`config.mk`:
```
export PLATFORM = sky130hd
export DESIGN_NAME = mem_stage
export DESIGN_NICKNAME = d
export VERILOG_FILES = /design/src/rtl/mem_stage_pkg.sv /design/src/rtl/mem_stage_memwb.sv /design/src/rtl/mem_stage.sv
export SDC_FILE = /design/constraint.sdc
export NUM_CORES = 1
export LEC_CHECK = 0
export CAP_MARGIN = 20
export CORE_MARGIN = 8
export CORE_UTILIZATION = 28
export DETAILED_ROUTE_END_ITERATION = 7
export PLACE_DENSITY_LB_ADDON = 0.1
export SETUP_SLACK_MARGIN = 0.05
export SLEW_MARGIN = 20
export SYNTH_ARGS = -nofsm -noshare
export SYNTH_HDL_FRONTEND = slang
export SYNTH_SLANG_ARGS = --single-unit
```
`constraint.sdc`:
```
create_clock -name clk -period 1 [get_ports clk]
set_clock_uncertainty 0.05 [all_clocks]
set_input_delay 0.1 -clock clk [delete_from_list [all_inputs] [get_ports clk]]
set_output_delay 0.1 -clock clk [all_outputs]
set_load 0.01 [all_outputs]
```
`src/rtl/mem_stage_pkg.sv`:
```
// Shared definitions for the MEM stage: control-bus bit positions and FSM encoding.
package mem_stage_pkg;

  // mem_ctrl_i bit positions
  localparam int MEM_BRANCH = 0;
  localparam int MEM_READ   = 1;
  localparam int MEM_WRITE  = 2;
  localparam int MEM_BNE    = 3;

  // wb_ctrl_i bit positions
  localparam int WB_MEMTOREG = 0;
  localparam int WB_REGWRITE = 1;

  typedef enum logic {
    IDLE = 1'b0,
    WAIT = 1'b1
  } state_t;

endpackage

```
`src/rtl/mem_stage_memwb.sv`:
```
// MEM/WB pipeline register. A bubble zeroes the control field and holds
// the data fields; otherwise all fields capture, with load data only
// captured when rdEn marks a completed load.
module mem_stage_memwb #(
  parameter int DATA_W = 32
) (
  input  logic              clk,
  input  logic              rst_n,
  input  logic              bubble,
  input  logic [1:0]        wbIn,
  input  logic [DATA_W-1:0] aluIn,
  input  logic [4:0]        regIn,
  input  logic              rdEn,
  input  logic [DATA_W-1:0] rdIn,
  output logic [1:0]        wbQ,
  output logic [DATA_W-1:0] rdQ,
  output logic [DATA_W-1:0] aluQ,
  output logic [4:0]        regQ
);

  // bubble / capture register update
  always_ff @(posedge clk or negedge rst_n) begin
    if (!rst_n) begin
      wbQ  <= '0;
      rdQ  <= '0;
      aluQ <= '0;
      regQ <= '0;
    end else if (bubble) begin
      wbQ <= '0;
    end else begin
      wbQ  <= wbIn;
      aluQ <= aluIn;
      regQ <= regIn;
      if (rdEn) rdQ <= rdIn;
    end
  end

endmodule

```
`src/rtl/mem_stage.sv`:
```
// MEM stage: data-memory req/ready handshake, upstream stall, misaligned
// access trap, branch resolution and the MEM/WB register.
// Optional feature macro: MEM_TIMEOUT_EN -- aborts a WAIT that lasts
// TIMEOUT_CYC cycles, pulsing bus_err_o. Without it WAIT never times out.
module mem_stage
  import mem_stage_pkg::*;
#(
  parameter int DATA_W      = 32,
  parameter int TIMEOUT_CYC = 16
) (
  input  logic              clk,
  input  logic              rst_n,
  input  logic [3:0]        mem_ctrl_i,
  input  logic [1:0]        wb_ctrl_i,
  input  logic              equal_i,
  input  logic [DATA_W-1:0] result_i,
  input  logic [DATA_W-1:0] store_data_i,
  input  logic [4:0]        wr_reg_i,
  input  logic [DATA_W-1:0] target_i,
  output logic              dmem_req_o,
  output logic              dmem_we_o,
  output logic [DATA_W-1:0] dmem_addr_o,
  output logic [DATA_W-1:0] dmem_wdata_o,
  input  logic              dmem_ready_i,
  input  logic [DATA_W-1:0] dmem_rdata_i,
  output logic              stall_o,
  output logic              pcsrc_o,
  output logic [DATA_W-1:0] pc_target_o,
  output logic              align_exc_o,
  output logic              bus_err_o,
  output logic [1:0]        wb_ctrl_q,
  output logic [DATA_W-1:0] rd_data_q,
  output logic [DATA_W-1:0] alu_q,
  output logic [4:0]        wr_reg_q
);

  // the wait counter is 5 bits wide
  if (TIMEOUT_CYC < 2 || TIMEOUT_CYC > 32) begin : gBadTimeout
    $error("TIMEOUT_CYC must be in 2..32");
  end

  state_t state;
  logic   access, misaligned, req, stall, abort, alignExc;

  assign access     = mem_ctrl_i[MEM_READ] | mem_ctrl_i[MEM_WRITE];
  assign misaligned = access & (result_i[1:0] != 2'b00);
  // rst_n gates the request so an outstanding access is dropped the
  // instant reset asserts, not at the next edge
  assign req        = rst_n & access & ~misaligned & ~abort;
  assign stall      = req & ~dmem_ready_i;

`ifdef MEM_TIMEOUT_EN
  logic [4:0] waitCnt;
  logic       busErr;

  assign abort     = (state == WAIT) & access & ~misaligned & ~dmem_ready_i &
                     (waitCnt == 5'(TIMEOUT_CYC - 1));
  assign bus_err_o = busErr;

  // handshake FSM with wait counter; abort returns to IDLE and flags a bus error
  always_ff @(posedge clk or negedge rst_n) begin
    if (!rst_n) begin
      state   <= IDLE;
      waitCnt <= '0;
      busErr  <= 1'b0;
    end else begin
      busErr <= 1'b0;
      case (state)
        IDLE: if (stall) begin
          state   <= WAIT;
          waitCnt <= '0;
        end
        WAIT: if (abort) begin
          state  <= IDLE;
          busErr <= 1'b1;
        end else if (!stall) begin
          state <= IDLE;
        end else begin
          waitCnt <= waitCnt + 5'd1;
        end
        default: state <= IDLE;
      endcase
    end
  end
`else
  assign abort     = 1'b0;
  assign bus_err_o = 1'b0;

  // handshake FSM: WAIT while the request is unanswered
  always_ff @(posedge clk or negedge rst_n) begin
    if (!rst_n) begin
      state <= IDLE;
    end else begin
      case (state)
        IDLE:    if (stall)  state <= WAIT;
        WAIT:    if (!stall) state <= IDLE;
        default: state <= IDLE;
      endcase
    end
  end
`endif

  // misaligned access is reported one cycle later as a single pulse
  always_ff @(posedge clk or negedge rst_n) begin
    if (!rst_n) alignExc <= 1'b0;
    else        alignExc <= misaligned;
  end

  assign dmem_req_o   = req;
  assign dmem_we_o    = mem_ctrl_i[MEM_WRITE];   // read+write resolves to write
  assign dmem_addr_o  = result_i;
  assign dmem_wdata_o = store_data_i;
  assign stall_o      = stall;
  assign align_exc_o  = alignExc;
  assign pcsrc_o      = mem_ctrl_i[MEM_BRANCH] & (equal_i ^ mem_ctrl_i[MEM_BNE]) & ~stall;
  assign pc_target_o  = target_i;

  mem_stage_memwb #(.DATA_W(DATA_W)) uMemwb (
    .clk    (clk),
    .rst_n  (rst_n),
    .bubble (stall | abort),
    .wbIn   (misaligned ? 2'b00 : wb_ctrl_i),
    .aluIn  (result_i),
    .regIn  (wr_reg_i),
    .rdEn   (mem_ctrl_i[MEM_READ] & ~mem_ctrl_i[MEM_WRITE] & ~misaligned),
    .rdIn   (dmem_rdata_i),
    .wbQ    (wb_ctrl_q),
    .rdQ    (rd_data_q),
    .aluQ   (alu_q),
    .regQ   (wr_reg_q)
  );

endmodule

```
# [Word level (Yosys, flattened, before mapping)]
# Index checks and enable logic that the tools add are counted.
[totals] inputBits=143 elab_cells=23 ff_bits=72 out_inout_bits=173
[op_classes] reduce_logical=2 bitwise_logic=14 mux=2
[op_table] op="$and 1x1->1" count=8
[op_table] op="$mux 2" count=2
[op_table] op="$not 1->1" count=4
[op_table] op="$reduce_and 2->1" count=1
[op_table] op="$reduce_bool 2->1" count=1
[op_table] op="$or 1x1->1" count=1
[op_table] op="$xor 1x1->1" count=1

# [Longest topological paths before layout]
[logic_depth] ltp_word=7 mapped_depth=5 mapped_depth_nobuf=3

# [By module]
# From an unflattened synthesis, not the netlist that was laid out.
[hier_totals] cells_unflattened=262 area_unflattened_um2=3584.7
[by_module_without_submodules] mod="mem_stage_memwb" instances=1 cells_each=151 seq_area_each_um2=1776.7 area_per_inst_um2=2748.9
[by_module_without_submodules] mod="mem_stage" instances=1 cells_each=111 seq_area_each_um2=25.0 area_per_inst_um2=835.8

# [Worst setup path after synthesis]
# OpenSTA, ideal clock, no wires.
[synth_timing] kind="input to register" from="input port dmem_ready_i" to="register uMemwb.aluQ[29]" cell_stages=5 arrival_time_ns=1.121 t_required_ns=0.823 setup_time_ns=0.127 path_slack_ns=-0.298 path_cell_list="nand2b_1 > nor4_4 > buf_6 > buf_6 > mux2_1"
[synth_via] elab_chain_cells=2
[synth_rtl] item="start, declared" line="mem_stage.sv:24" source="input logic dmem_ready_i,"
[synth_rtl] item="$not 1->1" line="mem_stage.sv:50" source="assign stall = req & ~dmem_ready_i;"
[synth_rtl] item="$and 1x1->1" line="mem_stage.sv:50"
[synth_rtl] item="named net stall_o" line="mem_stage.sv:26" source="output logic stall_o,"
[synth_rtl] item="end signal, assigned" line="mem_stage_memwb.sv:32" source="aluQ <= aluIn;"
[synth_rtl] item="end, declared" line="mem_stage_memwb.sv:17" source="output logic [DATA_W-1:0] aluQ,"
# The timed path passes the listed nets, and every way through them passes these cells.
# A chain may end at the register's enable or synchronous reset.

# [Worst setup path in the final report]
[layout_timing] from="input port dmem_ready_i" to="register uMemwb.aluQ[4]"
[layout_via] elab_chain_cells=2
[layout_rtl] item="$not 1->1" line="mem_stage.sv:50"
[layout_rtl] item="$and 1x1->1" line="mem_stage.sv:50"
# Every way passes these cells.

==> results.json <==
{
  "status": "complete, but fails checks",
  "failed_checks": "negative setup slack",
  "r2r-end": "uMemwb.rdQ[26]",
  "ys_seq_elements": 72,
  "vias": 2533,
  "pwr-share-seq_pct": 37.1,
  "crit_path_end_kind": "flop",
  "overflow": 0,
  "drcViolationCount": 0,
  "port_buffers": 186,
  "drtIter0Drc": 47,
  "p_leak_nw": 3.00,
  "fin_crit_sh_pct": 119,
  "cap_violations": 0,
  "detailed_place_hpwl_um": 7240,
  "crit_arrival_ns": 1.36,
  "gp_congestion": 0.668,
  "fin_nets": 584,
  "syn_nets": 403,
  "die_area_sq_um": 16300,
  "syn2layout_area_growth_pct": 72.0,
  "cts-root-buf": "clkbuf_16",
  "grt_pass1_vias": 2843,
  "timing.fmax_mhz": 839,
  "r2r_start": "uMemwb.rdQ[26]",
  "cts.path.max_buffers": 2,
  "layout_common_cells": "72 x dfrtp_1, 70 x clkdlybuf4s50_1, 68 x buf_4",
  "clk_latency_ns": 0.33,
  "p_sw_share_pct": 24.6,
  "wl_um": 10800,
  "wl_per_cell_um": 17.6,
  "finalHoldViolCount": 0,
  "ios": 316,
  "ys_types": 18,
  "final_common_cell": "dfrtp_1",
  "comb_power_share_pct": 26.9,
  "cp_max_fo": 6,
  "hold_class": "input pin to asynchronous set/reset pin",
  "yosysWarningCount": 0,
  "endpoint": "uMemwb.aluQ[4]",
  "fp.dieW_um": 128,
  "tightestPinTransition_ns": 0.754,
  "multi_input_comb_area_sq_um": 1160,
  "p_clk_share_pct": 35.9,
  "fp-row-count": 40,
  "ant_nets": 0,
  "crit_start": "dmem_ready_i",
  "critPathLaunchType": "input pin",
  "worstRegToRegCells": 2,
  "diodes": 0,
  "initial_core_util_pct": 28.8,
  "crit_type": "input pin to flop",
  "synth_area_sq_um": 3490,
  "crit_required_ns": 1.16,
  "slew_headroom_pct": 49.8,
  "yosysSeqAreaShare_pct": 51.6,
  "fp.coreArea_sq_um": 12100,
  "via_per_inst": 4.13,
  "die_y_um": 128,
  "setup_slack_ns": -0.192,
  "maxSlewViolCount": 0,
  "seq_area_sq_um": 1800,
  "rsz0062_at_grt": "yes",
  "grt_first_pass_wirelength_um": 16200,
  "fin_cells": 614,
  "clkTransAtPathRegs_ns": 0.06,
  "power_switching_mw": 2.38,
  "cts.sinks": 72,
  "dp_cells": 550,
  "drtPass1Iterations": 4,
  "synth.avg_cell_area_sq_um": 13.4,
  "vdd_drop_max_v": 0.000919,
  "r2r_slack_ns": 0.06,
  "internal_power_mw": 7.29,
  "powerDensity_nw_per_um2": 1610,
  "cts_made_buffers": 9,
  "layout-drive-gt1-share_pct": 64.6,
  "period_needed_ns": 1.19,
  "antenna_found_initial": 0,
  "grt_max_degree": 56,
  "syn_inst": 260,
  "cts_tree": "built",
  "h-tree-depth": 3,
  "final.fill_count": 1118,
  "setup_viol": 93,
  "dp_slack_ns": -0.863,
  "grt_usage_pct": 13.1
}
## repair_timing
item | CTS | global route
gates resized for setup | 565 | 37
cloned | 6 | 0
hold buffers | 1 | 0
endpoints found under the setup margin | 179 | 144
buffers inserted | 22 | 25
pin swaps | 3 | 6
hold endpoints to repair | 17 | 0
## worst max-delay path: stages
cell and delay [ns]:
buf_6 0.09, nand2b_4 0.14, nor4_4 0.19, buf_4 0.17, buf_12 0.14, buf_12 0.11
buf_8 0.12, mux2_4 0.30
## synth_stat cells
| library cell | instances | area (sq um) |
|---|---|---|
| nand2b_1 | 1 | 6.26 |
| nor2_2 | 1 | 6.26 |
| mux2_1 | 8 | 90.1 |
| xor2_1 | 1 | 8.76 |
| mux2_2 | 59 | 664 |
| conb_1 | 1 | 3.75 |
| nor2b_1 | 2 | 12.5 |
| a21oi_1 | 1 | 5.00 |
| dfrtp_1 | 72 | 1800 |
| a21o_1 | 2 | 15.0 |
| nand4b_2 | 1 | 15.0 |
| buf_6 | 5 | 56.3 |
| buf_4 | 100 | 751 |
| nor4_4 | 1 | 21.3 |
| and3b_1 | 1 | 8.76 |
| nand2_1 | 1 | 3.75 |
| nor2_1 | 2 | 7.51 |
| nor2_4 | 1 | 11.3 |
## state kept, by name, indices dropped and copies added (netlist names)
name         flops
align_exc_o      1
uMemwb.wbQ       2
uMemwb.aluQ     32
uMemwb.rdQ      32
uMemwb.regQ      5
## layout make-up
| type | instances | area share (%) |
|---|---|---|
| repair buffers | 275 | 41.8 |
| flip-flops and latches | 72 | 30.0 |
| multi-input cells | 83 | 19.3 |
| clock buffers | 10 | 3.98 |
| well taps | 168 | 3.50 |
| clock inverters | 6 | 1.38 |
## per-layer routing
layer	global-route usage (%)	wire length, um	vias to the layer above
li1	-	-	1133
met1	13.6	4090	1232
met2	20.5	5050	139
met3	7.36	1370	29
met4	7.69	286	0
met5	0	0	-
## cell families (layout without fill, tap and decap cells)
| logic type | Yosys count | count (layout) | share of synthesized area, % |
|---|---|---|---|
| compound gates | 3 | 3 | 0.574 |
| xor+xnor | 1 | 1 | 0.251 |
| buf+inv | 105 | 291 | 23.1 |
| flops | 72 | 72 | 51.6 |
| mux | 67 | 67 | 21.6 |
| other cells | 1 | 1 | 0.108 |
| simple gates | 11 | 11 | 2.65 |
## how the worst min path moves through the flow
stage                start              to  slack [ns]  cells past startpoint
5_1_grt        result_i[0]  uMemwb.aluQ[0]        0.03                      2
3_5_place_dp         rst_n  uMemwb.regQ[4]        0.07                      2
4_1_cts        result_i[0]  uMemwb.aluQ[0]       0.007                      2
2_1_floorplan        rst_n     align_exc_o       -0.25                      0
6_report             rst_n  uMemwb.aluQ[0]       0.006                      3
3_3_place_gp         rst_n  uMemwb.regQ[4]        0.08                      2
## power groups by stage
| stage | clock [mW] | sequential, mW | combinational [mW] |
|---|---|---|---|
| 2_1_floorplan | 0 | 3.77 | 0.823 |
| 3_3_place_gp | 0 | 3.55 | 2.29 |
| 3_5_place_dp | 0 | 3.57 | 2.29 |
| 4_1_cts | 3.60 | 3.57 | 2.39 |
| 5_1_grt | 3.71 | 3.64 | 2.78 |
| 6_report | 3.48 | 3.59 | 2.60 |
## metrics by stage
step	utilization [%]	power [mW]	hold slack (ns)	instance area (sq um)	TNS [ns]
6_report	49.5	9.67	0.00590	6000	-7.44
3_3_place_gp	42.0	5.84	0.0754	5090	-67.32
3_5_place_dp	42.0	5.86	0.0710	5090	-68.48
2_1_floorplan	-	4.59	-0.246	3500	-6.67
5_1_grt	49.5	10.1	0.0296	6000	-12.78
4_1_cts	47.6	9.55	0.00695	5770	-10.05
No activity file was read; power rests on OpenSTA's default activity.
